<file path="src/rtl/wb_initiator_pkg.sv">
// Shared constants for the Wishbone initiator: FSM state codes, response
// status codes and the width of the transfer timeout counter.
package wb_initiator_pkg;

    // Width of the cycle counter used to abort unanswered transfers.
    localparam int TIMER_WIDTH = 16;

    // FSM state codes, kept as plain constants so legacy blocks can share them.
    typedef logic [2:0] state_t;
    localparam state_t ST_IDLE    = 3'd0;
    localparam state_t ST_REQ     = 3'd1;
    localparam state_t ST_WAIT    = 3'd2;
    localparam state_t ST_BACKOFF = 3'd3;
    localparam state_t ST_RESP    = 3'd4;

    // Response status codes reported on rsp_status_o.
    typedef enum logic [1:0] {
        STATUS_OK              = 2'b00,
        STATUS_ERR             = 2'b01,
        STATUS_RETRY_EXHAUSTED = 2'b10,
        STATUS_TIMEOUT         = 2'b11
    } status_t;

endpackage

</file>
<file path="src/rtl/wb_initiator_timer.sv">
// Transfer timeout counter: counts enabled cycles since the last clear and
// flags when TIMEOUT cycles have elapsed without a bus termination.
module wb_initiator_timer
    import wb_initiator_pkg::*;
#(
    parameter int TIMEOUT = 255
) (
    input  logic clk_i,
    input  logic rst_i,
    input  logic clear,
    input  logic enable,
    output logic expired
);

    logic [TIMER_WIDTH-1:0] count;

    assign expired = (count == TIMER_WIDTH'(TIMEOUT));

    // Count waiting cycles; hold once expired so the flag stays up until cleared.
    always_ff @(posedge clk_i) begin
        // NOTE: state held across clock edges is always written with <=, so every
        // flop samples the values from before the edge regardless of block order.
        if (rst_i) begin
            count <= '0;
        end else if (clear) begin
            count <= '0;
        end else if (enable && !expired) begin
            count <= count + 1'b1;
        end
    end

endmodule

</file>
<file path="src/rtl/wb_initiator.sv">
// Single-outstanding Wishbone initiator: accepts one command, runs it on the
// bus with retry and timeout handling, and returns one response.
module wb_initiator
    import wb_initiator_pkg::*;
#(
    parameter int ADDR_WIDTH = 4,
    parameter int TIMEOUT    = 255,
    parameter int MAX_RETRY  = 3
) (
    input  logic                  clk_i,
    input  logic                  rst_i,
    input  logic                  cmd_valid_i,
    output logic                  cmd_ready_o,
    input  logic                  cmd_we_i,
    input  logic [ADDR_WIDTH-3:0] cmd_adr_i,
    input  logic [3:0]            cmd_sel_i,
    input  logic [31:0]           cmd_dat_i,
    output logic                  rsp_valid_o,
    input  logic                  rsp_ready_i,
    output logic [31:0]           rsp_dat_o,
    output logic [1:0]            rsp_status_o,
    output logic                  wb_cyc_o,
    output logic                  wb_stb_o,
    output logic [ADDR_WIDTH-3:0] wb_adr_o,
    output logic [3:0]            wb_sel_o,
    output logic                  wb_we_o,
    output logic [31:0]           wb_dat_o,
    input  logic                  wb_ack_i,
    input  logic                  wb_err_i,
    input  logic                  wb_rty_i,
    input  logic                  wb_stall_i,
    input  logic [31:0]           wb_dat_i
);

    state_t      state;
    state_t      next_state;
    logic [3:0]  retry_cnt;
    logic        cmd_accept;
    logic        term_active;
    logic        term_seen;
    logic        retry_inc;
    logic        capture_rsp;
    logic [1:0]  next_status;
    logic [31:0] next_dat;
    logic        timer_clear;
    logic        timer_enable;
    logic        timer_expired;

    // Ready is the only combinational output; it stays low while reset is held.
    assign cmd_ready_o = (state == ST_IDLE) && !rst_i;
    assign cmd_accept  = (state == ST_IDLE) && cmd_valid_i;

    // Terminations count in WAIT, or in REQ once the slave has taken the strobe.
    assign term_active = (state == ST_WAIT) || ((state == ST_REQ) && !wb_stall_i);
    assign term_seen   = term_active && (wb_ack_i || wb_err_i || wb_rty_i);

    assign timer_clear  = (next_state == ST_REQ) && (state != ST_REQ);
    assign timer_enable = ((state == ST_REQ) || (state == ST_WAIT)) && !term_seen;

    wb_initiator_timer #(
        .TIMEOUT (TIMEOUT)
    ) u_timer (
        .clk_i   (clk_i),
        .rst_i   (rst_i),
        .clear   (timer_clear),
        .enable  (timer_enable),
        .expired (timer_expired)
    );

    // Next-state and response selection; err beats rty beats ack beats timeout.
    always_comb begin
        // NOTE: every signal written here gets a default first, so no path can
        // leave one unassigned and turn it into a latch.
        next_state  = state;
        capture_rsp = 1'b0;
        retry_inc   = 1'b0;
        next_status = STATUS_OK;
        next_dat    = '0;
        case (state)
            ST_IDLE: begin
                if (cmd_valid_i) begin
                    next_state = ST_REQ;
                end
            end
            ST_REQ, ST_WAIT: begin
                if (term_active && wb_err_i) begin
                    next_state  = ST_RESP;
                    capture_rsp = 1'b1;
                    next_status = STATUS_ERR;
                end else if (term_active && wb_rty_i) begin
                    if (retry_cnt < 4'(MAX_RETRY)) begin
                        next_state = ST_BACKOFF;
                        retry_inc  = 1'b1;
                    end else begin
                        next_state  = ST_RESP;
                        capture_rsp = 1'b1;
                        next_status = STATUS_RETRY_EXHAUSTED;
                    end
                end else if (term_active && wb_ack_i) begin
                    next_state  = ST_RESP;
                    capture_rsp = 1'b1;
                    next_status = STATUS_OK;
                    next_dat    = wb_we_o ? 32'd0 : wb_dat_i;
                end else if (timer_expired) begin
                    next_state  = ST_RESP;
                    capture_rsp = 1'b1;
                    next_status = STATUS_TIMEOUT;
                end else if ((state == ST_REQ) && !wb_stall_i) begin
                    next_state = ST_WAIT;
                end
            end
            ST_BACKOFF: begin
                next_state = ST_REQ;
            end
            ST_RESP: begin
                if (rsp_ready_i) begin
                    next_state = ST_IDLE;
                end
            end
            default: begin
                next_state = ST_IDLE;
            end
        endcase
    end

    // FSM state register.
    always_ff @(posedge clk_i) begin
        if (rst_i) begin
            state <= ST_IDLE;
        end else begin
            state <= next_state;
        end
    end

    // Registered cycle/strobe, decoded from the state being entered.
    always_ff @(posedge clk_i) begin
        if (rst_i) begin
            wb_cyc_o <= 1'b0;
            wb_stb_o <= 1'b0;
        end else begin
            wb_cyc_o <= (next_state == ST_REQ) || (next_state == ST_WAIT);
            wb_stb_o <= (next_state == ST_REQ);
        end
    end

    // Command registers double as the bus address/data outputs; loaded only on accept.
    always_ff @(posedge clk_i) begin
        if (rst_i) begin
            wb_adr_o <= '0;
            wb_sel_o <= '0;
            wb_we_o  <= 1'b0;
            wb_dat_o <= '0;
        end else if (cmd_accept) begin
            wb_adr_o <= cmd_adr_i;
            wb_sel_o <= cmd_sel_i;
            wb_we_o  <= cmd_we_i;
            wb_dat_o <= cmd_dat_i;
        end
    end

    // Retry counter: restarts with each command, steps on every honoured retry.
    always_ff @(posedge clk_i) begin
        if (rst_i) begin
            retry_cnt <= '0;
        end else if (cmd_accept) begin
            retry_cnt <= '0;
        end else if (retry_inc) begin
            retry_cnt <= retry_cnt + 1'b1;
        end
    end

    // Response registers: captured on termination, held through RESP.
    always_ff @(posedge clk_i) begin
        if (rst_i) begin
            rsp_valid_o  <= 1'b0;
            rsp_dat_o    <= '0;
            rsp_status_o <= STATUS_OK;
        end else begin
            rsp_valid_o <= (next_state == ST_RESP);
            if (capture_rsp) begin
                rsp_dat_o    <= next_dat;
                rsp_status_o <= next_status;
            end
        end
    end

endmodule
</file>
<file path="config.mk">
export PLATFORM = sky130hd
export DESIGN_NAME = wb_initiator
export DESIGN_NICKNAME = d
export VERILOG_FILES = /design/src/rtl/wb_initiator_pkg.sv /design/src/rtl/wb_initiator_timer.sv /design/src/rtl/wb_initiator.sv
export SDC_FILE = /design/constraint.sdc
export NUM_CORES = 1
export LEC_CHECK = 0
export CELL_PAD_IN_SITES_DETAIL_PLACEMENT = 0
export CELL_PAD_IN_SITES_GLOBAL_PLACEMENT = 1
export CORE_MARGIN = 1.5
export CORE_UTILIZATION = 34
export CTS_BUF_LIST = sky130_fd_sc_hd__clkbuf_2
export CTS_CLUSTER_DIAMETER = 40
export CTS_CLUSTER_SIZE = 8
export DETAILED_ROUTE_END_ITERATION = 12
export HOLD_SLACK_MARGIN = 0.06
export PLACE_DENSITY = 0.91
export SLEW_MARGIN = 0
export SYNTH_ARGS = -nofsm -noshare
export SYNTH_HDL_FRONTEND = slang
export SYNTH_SLANG_ARGS = --single-unit
</file>
<file path="constraint.sdc">
create_clock -name clk_i -period 6.85 [get_ports clk_i]
set_input_delay 0.685 -clock clk_i [delete_from_list [all_inputs] [get_ports clk_i]]
set_output_delay 0.685 -clock clk_i [all_outputs]
set_load 0.01 [all_outputs]
</file>
**Word level (Yosys, flattened, before mapping)**

Cells that the tools add are included.

- Add/subtract/negate cells: 2
- $lt $le $gt $ge: 1
- Eq/ne operators: 9
- Muxes and demuxes: 30
- Reduce and logical (&&, ||, !) cells: 23

Operator list:

| cell | count |
|---|---|
| two-way mux 32 bit | 5 |
| two-way mux 3 bit | 8 |
| adder 16 x 1 -> 16 bit, second input constant | 1 |
| == test 16 x 8 -> 1 bit, second input constant | 1 |
| two-way mux 2 bit | 6 |
| case mux 3 bit (4 select lines) | 1 |
| logical AND 1 bit | 10 |
| two-way mux 1 bit | 10 |
| == test 3 x 2 -> 1 bit, second input constant | 3 |
| == test 3 x 1 -> 1 bit, second input constant | 2 |
| == test 3 bit, second input constant | 2 |
| OR reduction 2 bit | 3 |
| logical OR 1 bit | 5 |
| adder 4 x 1 -> 4 bit, second input constant | 1 |
| logical NOT 1 bit | 4 |
| less-than comparator 4 x 2 -> 1 bit, second input constant | 1 |
| logical NOT 3 bit | 1 |
| != test 3 x 1 -> 1 bit, second input constant | 1 |

- Register bits: 99
- Input bits: 79
- Output and inout port bits: 77
- Word-level logic and storage cells: 77

**Depth between registers and ports, before layout**

Gate-level depths: netlist of the first run.

- Word-level depth: 11
- Mapped depth: 9
- Gate-level depth less buffers: 6

**Cells and area by module**

From an unflattened synthesis of the first run, not the netlist that was laid out.

- Cells, all modules: 411
- Area, all modules: 3,789.9 um2

Modules (own cells, without submodules):

| module | times used | cells each | area an instance (um2) | sequential area each (um2) |
|---|---|---|---|---|
| wb_initiator | 1 | 320 | 2,989.1 | 1,661.6 |
| wb_initiator_timer | 1 | 91 | 800.8 | 320.3 |

**Worst setup path after synthesis of the first run**

Ideal clock, no wire load.

- Path type: input to register
- Start: input port wb_stall_i
- End: register u_timer.count[0]
- Setup time: 117 ps
- Arrival time: 2,297 ps
- Required time: 6,733 ps
- Setup slack: 4,436 ps
- Stages: 6
- Path buffers: 1
- Path through: or3b_2 > a21o_1 > nor4_4 > o221a_2 > buf_2 > nor2_1

- Word-level cells in the longest chain between the ends: 11
- Elaborated cells between the ends (all ways): 19
- Classes of those cells: eq/ne: 1; mux: 6; reduce/logical: 12

Ends and longest elaborated chain:

| element | RTL line | source |
|---|---|---|
| start, declared | wb_initiator.sv:31 | `input logic wb_stall_i,` |
| logical NOT 1 bit * | wb_initiator.sv:54, wb_initiator.sv:108 |  |
| logical AND 1 bit * | wb_initiator.sv:54, wb_initiator.sv:108 |  |
| two-way mux 3 bit / logical OR 1 bit (equally long branches) | wb_initiator.sv:108, wb_initiator.sv:54 |  |
| two-way mux 3 bit / logical AND 1 bit (equally long branches) | wb_initiator.sv:104, wb_initiator.sv:99 |  |
| two-way mux 3 bit | wb_initiator.sv:99 | `end else if (term_active && wb_ack_i) begin` |
| two-way mux 3 bit | wb_initiator.sv:90 | `end else if (term_active && wb_rty_i) begin` |
| two-way mux 3 bit | wb_initiator.sv:86 | `if (term_active && wb_err_i) begin` |
| case mux 3 bit (4 select lines) | wb_initiator.sv:79 | `case (state)` |
| == test 3 x 1 -> 1 bit | wb_initiator.sv:57 | `assign timer_clear = (next_state == ST_REQ) && (state != ST_REQ);` |
| logical AND 1 bit | wb_initiator.sv:57 |  |
| OR reduction 2 bit (no line) | - |  |
| end signal, assigned | wb_initiator_timer.sv:28 | `count <= count + 1'b1;` |
| end, declared | wb_initiator_timer.sv:15 | `logic [TIMER_WIDTH-1:0] count;` |

Every way passes the cells marked *; elsewhere a longest branch is shown, timed or not.
A chain may end at the register's enable or synchronous reset.

**Worst setup path after layout of the first run**

- Start: register u_timer.count[11]
- End: register rsp_status_o[0]

- Word-level cells in the longest chain between the ends: 6
- Elaborated cells between the ends (all ways): 11
- Classes of those cells: eq/ne: 1; mux: 10

Ends and longest elaborated chain:

| element | RTL line | source |
|---|---|---|
| == test 16 x 8 -> 1 bit * | wb_initiator_timer.sv:17 | `assign expired = (count == TIMER_WIDTH'(TIMEOUT));` |
| two-way mux 2 bit / two-way mux 1 bit (equally long branches) | wb_initiator.sv:104 | `end else if (timer_expired) begin` |
| two-way mux 2 bit / two-way mux 1 bit (equally long branches) | wb_initiator.sv:99 |  |
| two-way mux 2 bit / two-way mux 1 bit (equally long branches) | wb_initiator.sv:90 |  |
| two-way mux 2 bit / two-way mux 1 bit (equally long branches) | wb_initiator.sv:86 |  |
| two-way mux 2 bit / two-way mux 1 bit (equally long branches) | wb_initiator.sv:79 |  |
| end signal, assigned | wb_initiator.sv:182 | `rsp_status_o <= next_status;` |
| end, declared | wb_initiator.sv:21 | `output logic [1:0] rsp_status_o,` |

Marked as above.

==> results.toml, run 1 <==
[worst_hold_path]
hp-class = "reg2reg"
min_path_cells = 2
hold_end = "wb_dat_o[6]$_SDFFE_PP0P_"
holdCritStartpoint = "wb_dat_o[6]$_SDFFE_PP0P_"

[routing]
route.detailed.drc = 0
drt_iter0_drc = 161
wl_per_cell_microns = 14.8
routed-via-count = 4012
vias_per_cell = 5.16
ant_nets = 0
wl_microns = 11500
dr.pass1.iters = 4

[finish]
drive_gt1_frac = 0.0521
area_growth_pct = 42.8
nets = 710
diodes = 0
layout.cells.non_filler = 777
postLayoutCoreUtil = 0.498
final_area_sq_um = 5710
fillCellCount = 1103

[place]
numPortBuffers = 155
place_ws_ns = 3.48
dp_hpwl_microns = 8140
numPlacedInstances = 761
placed_area_sq_um = 5610
gp_congestion = 0.842

[setup_path]
cpPeakStageDelay_ns = 0.75
start_kind = "flip-flop"
r2r-start = "u_timer.count[11]$_SDFFE_PP0P_"
worstSetupPathType = "reg2reg"
cpMostUsedCell = "or4_4"
slowest_stage = "a211o_1"
reg2reg_to = "rsp_status_o[0]$_SDFFE_PP0P_"
crit_chain = "or4_4 -> or4_4 -> a211o_1 -> a221oi_2 -> nor3_1"
crit_required_ns = 7.33
reg2reg_slack_ns = 3.98
critPathMaxFanout = 35
cp.arrival_ns = 3.35
rr_worst_depth = 5
end_kind = "flip-flop"

[global_routing]
antenna_found_initial = 0
grt_pass1_vias = 4002
grt_max_degree = 85
grt_pass1_wl_microns = 19000
grt_overflow = 0
track_usage = 0.185

[timing]
slew_headroom = 0.225
setup_violations = 0
fmax_mhz = 348
hold_viol = 0
timing.final.ws_setup_ns = 3.98
worstMarginPinSlew_ns = 1.16
post-route-period-util = 0.419
rsz0062_at_grt = "no"
fin_setup_tns_ns = 0
min_period_ns = 2.87
skew_ns = 0.0267
drv_slew = 0

[clock_tree]
cts_tree = "done"
htreeDepth = 3
cts_buffers = 9
cts_max_path_buffers = 2
post-cts-setup-buffers = 0
clkLatencyLatePin_ns = 0.58
hold_buffers = 0
clock-sinks = 99
cts-root-buf = "clkbuf_2"
cts_resized = 0
clk_pin_slew_ns = 0.28

[die]
rows = 39
initial_utilization = 0.349
die_x_microns = 111
die_h_microns = 111
die_area_sq_um = 12400
io_pins = 156
coreArea_sq_um = 11500

[power]
p_per_area_nw_per_um2 = 185
peakVddDrop_mv = 0.115
leakage_nw = 1.91

[yosys]
synth_edf_count = 0
synth-async-reset-ratio = 0
synth_top_area_cell = "dfxtp_1"
synth_most_common_cell = "nand2_1"
ys_seq_area_frac = 0.496
synth_ff_type = "dfxtp_1"
ys_top_cells_by_count = "123 x nand2_1, 99 x dfxtp_1, 87 x a21oi_1"
synthTopCellsByArea = "dfxtp_1 50%, nand2_1 12%, a21oi_1 11%, nand3_1 4.9%, clkbuf_1 2.3%"
ys_seq_elements = 99
netlist_area_sq_um = 4000
syn_avg_cell_area_sq_um = 8.11
yosysWarnings = 0
netlist_instances = 493
synth.distinct_cells = 48
synth.net_count = 574
synth_top_area_share = 0.496

[status]
status = "completed"

[flow_run]
drv_cap = 0
worst max-delay path, delay by kind of cell (launching register included):
family          cells  cell delay, ns
simple gates        3            1.19
flops               1            0.43
compound gates      2            1.16
registers in the layout, indices dropped and copies added, names as in the netlist:
register / cells
rsp_dat_o: 32
wb_dat_o: 32
u_timer.count: 16
retry_cnt: 4
wb_sel_o: 4
state: 3
rsp_status_o: 2
wb_adr_o: 2
rsp_valid_o: 1
wb_cyc_o: 1
wb_stb_o: 1
wb_we_o: 1
cell type report:
class,instances,area (sq um),share of cell area
repair buffers,160,1580,0.277
multi-input cells,352,1840,0.322
well taps,143,179,0.0313
flip-flops and latches,99,1980,0.347
inverters,7,26.3,0.00460
clock buffers,10,50.0,0.00876
clock inverters,6,48.8,0.00855
routing by layer:
layer  global-route usage  share of wire  up-vias
li1                     -              -     1983
met1                0.210           0.40     1894
met2                0.312           0.48      125
met3               0.0860           0.10       10
met4               0.0574          0.013        0
met5                    0              0        -
cells in the final DEF, fill, tap and decap left out, types with 3 or more instances in the layout:
master / count
nor4_1: 4
clkinvlp_4: 3
a211o_1: 4
or3_1: 4
xnor2_1: 3
clkdlybuf4s50_1: 154
a21oi_1: 87
inv_1: 7
and3_1: 3
nand2_1: 123
nor3_1: 5
dfxtp_1: 99
o31ai_1: 8
nor2b_1: 3
nor2_1: 13
nand4_1: 5
o21ai_0: 6
buf_4: 5
clkbuf_2: 10
nand2b_1: 4
a211oi_1: 3
nand3_1: 39
or4_1: 9
kinds of logic (layout without fill, tap and decap cells):
group | after synthesis | after routing | synth area share
and+or+nand+nor | 222 | 222 | 0.261
AOI/OAI and AO/OA | 124 | 124 | 0.179
DFF | 99 | 99 | 0.496
buffers and inverters | 42 | 183 | 0.0488
xor gates and xnor gates | 3 | 3 | 0.00657
adders and majority gates | 2 | 2 | 0.00626
muxes | 1 | 1 | 0.00250
power breakdown:
| part | total [W] | switching (W) | internal (W) |
|---|---|---|---|
| Sequential | 0.000613 | 0.0000137 | 0.000600 |
| Clock | 0.000260 | 0.000208 | 0.0000523 |
| Combinational | 0.000181 | 0.0000855 | 0.0000959 |
metrics by stage:
| stage | hold WS (ns) | power (W) |
|---|---|---|
| 2_1_floorplan | 0.455 | 0.000701 |
| 3_3_place_gp | 0.441 | 0.000802 |
| 3_5_place_dp | 0.448 | 0.000806 |
| 4_1_cts | 0.475 | 0.00107 |
| 5_1_grt | 0.497 | 0.00111 |
| 6_report | 0.470 | 0.00105 |
worst max-delay path by stage:
stage	from	end	slack, ns	depth (start not counted)
after floorplan	wb_stall_i	u_timer.count[0]$_SDFFE_PP0P_	4.44	6
after global placement	wb_stall_i	rsp_status_o[0]$_SDFFE_PP0P_	3.54	6
after detailed placement	cmd_valid_i	u_timer.count[11]$_SDFFE_PP0P_	3.48	7
after CTS	u_timer.count[11]$_SDFFE_PP0P_	rsp_status_o[0]$_SDFFE_PP0P_	3.97	5
after global routing	state[2]$_SDFF_PP0_	u_timer.count[13]$_SDFFE_PP0P_	3.76	6
final	u_timer.count[11]$_SDFFE_PP0P_	rsp_status_o[0]$_SDFFE_PP0P_	3.98	5
Power figures use the tool's default switching activity.
==> run 2: changes to the inputs <==
CORE_UTILIZATION = 32   (was 34)
PLACE_DENSITY = 0.86   (was 0.91)
clock period = 2.75 ns   (was 6.85 ns; I/O delays follow)
==> run 2 against run 1 <==
Clock skew increased by 0.0030 ns. Count of clock-buffer cells in the layout unchanged. Via count up 0.15%. Non-clock buffer count grew 6.
==> results.toml, run 2 (synthesized netlist as in run 1, its figures left out) <==
[setup_path]
crit_chain = "or4_4 -> or4_4 -> a211o_1 -> buf_4 -> nand3_1 -> a21oi_1"
rr_worst_depth = 6
crit_family = "simple AND/OR/NAND/NOR gates"
crit_buf_inv = 1
critPathMaxFanout = 34
cp.arrival_ns = 2.95
cpMostUsedCell = "or4_4"
start_kind = "flip-flop"
worstSetupPathType = "reg2reg"
slowest_stage = "or4_4"
crit_required_ns = 3.23
cpPeakStageDelay_ns = 0.57
end_kind = "flip-flop"
reg2reg_slack_ns = 0.28
r2r-start = "u_timer.count[11]$_SDFFE_PP0P_"
reg2reg_to = "rsp_dat_o[0]$_SDFFE_PP0P_"
cp-startpoint = "u_timer.count[11]$_SDFFE_PP0P_"

[die]
coreArea_sq_um = 12100
die_h_microns = 115
initial_utilization = 0.330
die_area_sq_um = 13200
io_pins = 156
rows = 40
die_x_microns = 115

[global_routing]
grt_overflow = 0
track_usage = 0.179
antenna_found_initial = 0
grt_pass1_wl_microns = 18600
grt_max_degree = 43
grt_pass1_vias = 3820

[timing]
worstMarginPinSlew_ns = 0.865
drv_slew = 0
slew_headroom = 0.418
fmax_mhz = 404
setup_violations = 0
hold_viol = 0
min_period_ns = 2.47
post-route-period-util = 0.900
skew_ns = 0.0297
fin_setup_tns_ns = 0
rsz0062_at_grt = "no"

[status]
status = "completed"

[power]
p_per_area_nw_per_um2 = 475
leakage_nw = 1.97
peakVddDrop_mv = 0.244
clockPowerShare = 0.284
p_int_w = 0.00203
switching_share = 0.266
pwr-share-comb = 0.165
power_switching_w = 0.000738
pwr-share-seq = 0.551

[routing]
wl_per_cell_microns = 14.4
vias_per_cell = 4.98
route.detailed.drc = 0
drt_iter0_drc = 168
routed-via-count = 4018
ant_nets = 0
dr.pass1.iters = 4
wl_microns = 11600

[clock_tree]
clkLatencyLatePin_ns = 0.60
clk_pin_slew_ns = 0.27
cts_max_path_buffers = 2
cts_tree = "done"
cts_buffers = 9
cts-root-buf = "clkbuf_2"
htreeDepth = 3
cts_resized = 0
clock-sinks = 99

[finish]
postLayoutCoreUtil = 0.482
reg_top3 = "rsp_dat_o x32, wb_dat_o x32, u_timer.count x16"
most-common-layout-cells = "154 x clkdlybuf4s50_1, 123 x nand2_1, 99 x dfxtp_1, 87 x a21oi_1, 39 x nand3_1"
final_area_sq_um = 5830
nets = 716
diodes = 0
fillCellCount = 1223
area_growth_pct = 45.8
multi_input_area_sq_um = 1840
final_common_cell = "clkdlybuf4s50_1"
drive_gt1_frac = 0.0579
seqCellArea_sq_um = 1980

[worst_hold_path]
hp-class = "in2reg"
holdCritStartpoint = "cmd_we_i"
min_path_cells = 3
hold_end = "wb_we_o$_SDFFE_PP0P_"

[flow_run]
drv_cap = 0

[place]
numPortBuffers = 155
gp_congestion = 0.873
dp_hpwl_microns = 8200
placed_area_sq_um = 5690
## run 2: how the worst max path moves through the flow
| stage | end | slack, ns | cells after the start |
|---|---|---|---|
| after detailed placement | u_timer.count[4]$_SDFFE_PP0P_ | 0.12 | 6 |
| after global placement | u_timer.count[0]$_SDFFE_PP0P_ | 0.22 | 6 |
| final | rsp_dat_o[0]$_SDFFE_PP0P_ | 0.28 | 6 |
| after floorplan | rsp_dat_o[11]$_SDFFE_PP0P_ | 0.50 | 7 |
| after CTS | rsp_dat_o[9]$_SDFFE_PP0P_ | 0.29 | 6 |
| after global routing | rsp_dat_o[9]$_SDFFE_PP0P_ | 0.17 | 6 |
## run 2: power by group through the flow
stage | Combinational (W) | Clock, W | Sequential [W]
floorplan | 0.000177 | 0 | 0.00157
global placement | 0.000452 | 0 | 0.00155
detailed placement | 0.000457 | 0 | 0.00155
CTS | 0.000461 | 0.000814 | 0.00153
global route | 0.000497 | 0.000880 | 0.00154
finish | 0.000457 | 0.000788 | 0.00153
## run 2: final cells by class
cell class | instances | share of cell area
multi-input cells | 352 | 0.316
repair buffers | 166 | 0.282
clock inverters | 5 | 0.0135
well taps | 168 | 0.0360
flip-flops and latches | 99 | 0.340
clock buffers | 10 | 0.00858
inverters | 7 | 0.00451
## run 2: tightest hold or removal path: stages
cell             delay (ns)
clkdlybuf4s50_1        0.40
nand2_1                0.06
a21oi_1                0.05
## run 2: repair_timing
action / in CTS / in global routing
setup buffers: 0 / 0
hold endpoints to repair: 12 / 0
hold buffers: 1 / 0
## run 2: per-layer routing
| layer | vias up | GRT usage | wire, microns | part of all wire |
|---|---|---|---|---|
| met4 | 0 | 0.0749 | 208 | 0.018 |
| met2 | 135 | 0.286 | 5500 | 0.47 |
| li1 | 1999 | - | - | - |
| met1 | 1869 | 0.209 | 4700 | 0.40 |
| met5 | - | 0 | 0 | 0 |
| met3 | 15 | 0.0796 | 1240 | 0.11 |
## run 2: metrics by stage
stage | power, W | cells | hold slack [ns] | setup slack, ns
after floorplan | 0.00175 | 493 | 0.411 | 0.497
after global routing | 0.00291 | 807 | 0.136 | 0.173
after CTS | 0.00280 | 807 | 0.122 | 0.295
final | 0.00277 | 807 | 0.175 | 0.276
after global placement | 0.00200 | 791 | 0.441 | 0.221
after detailed placement | 0.00201 | 791 | 0.446 | 0.125
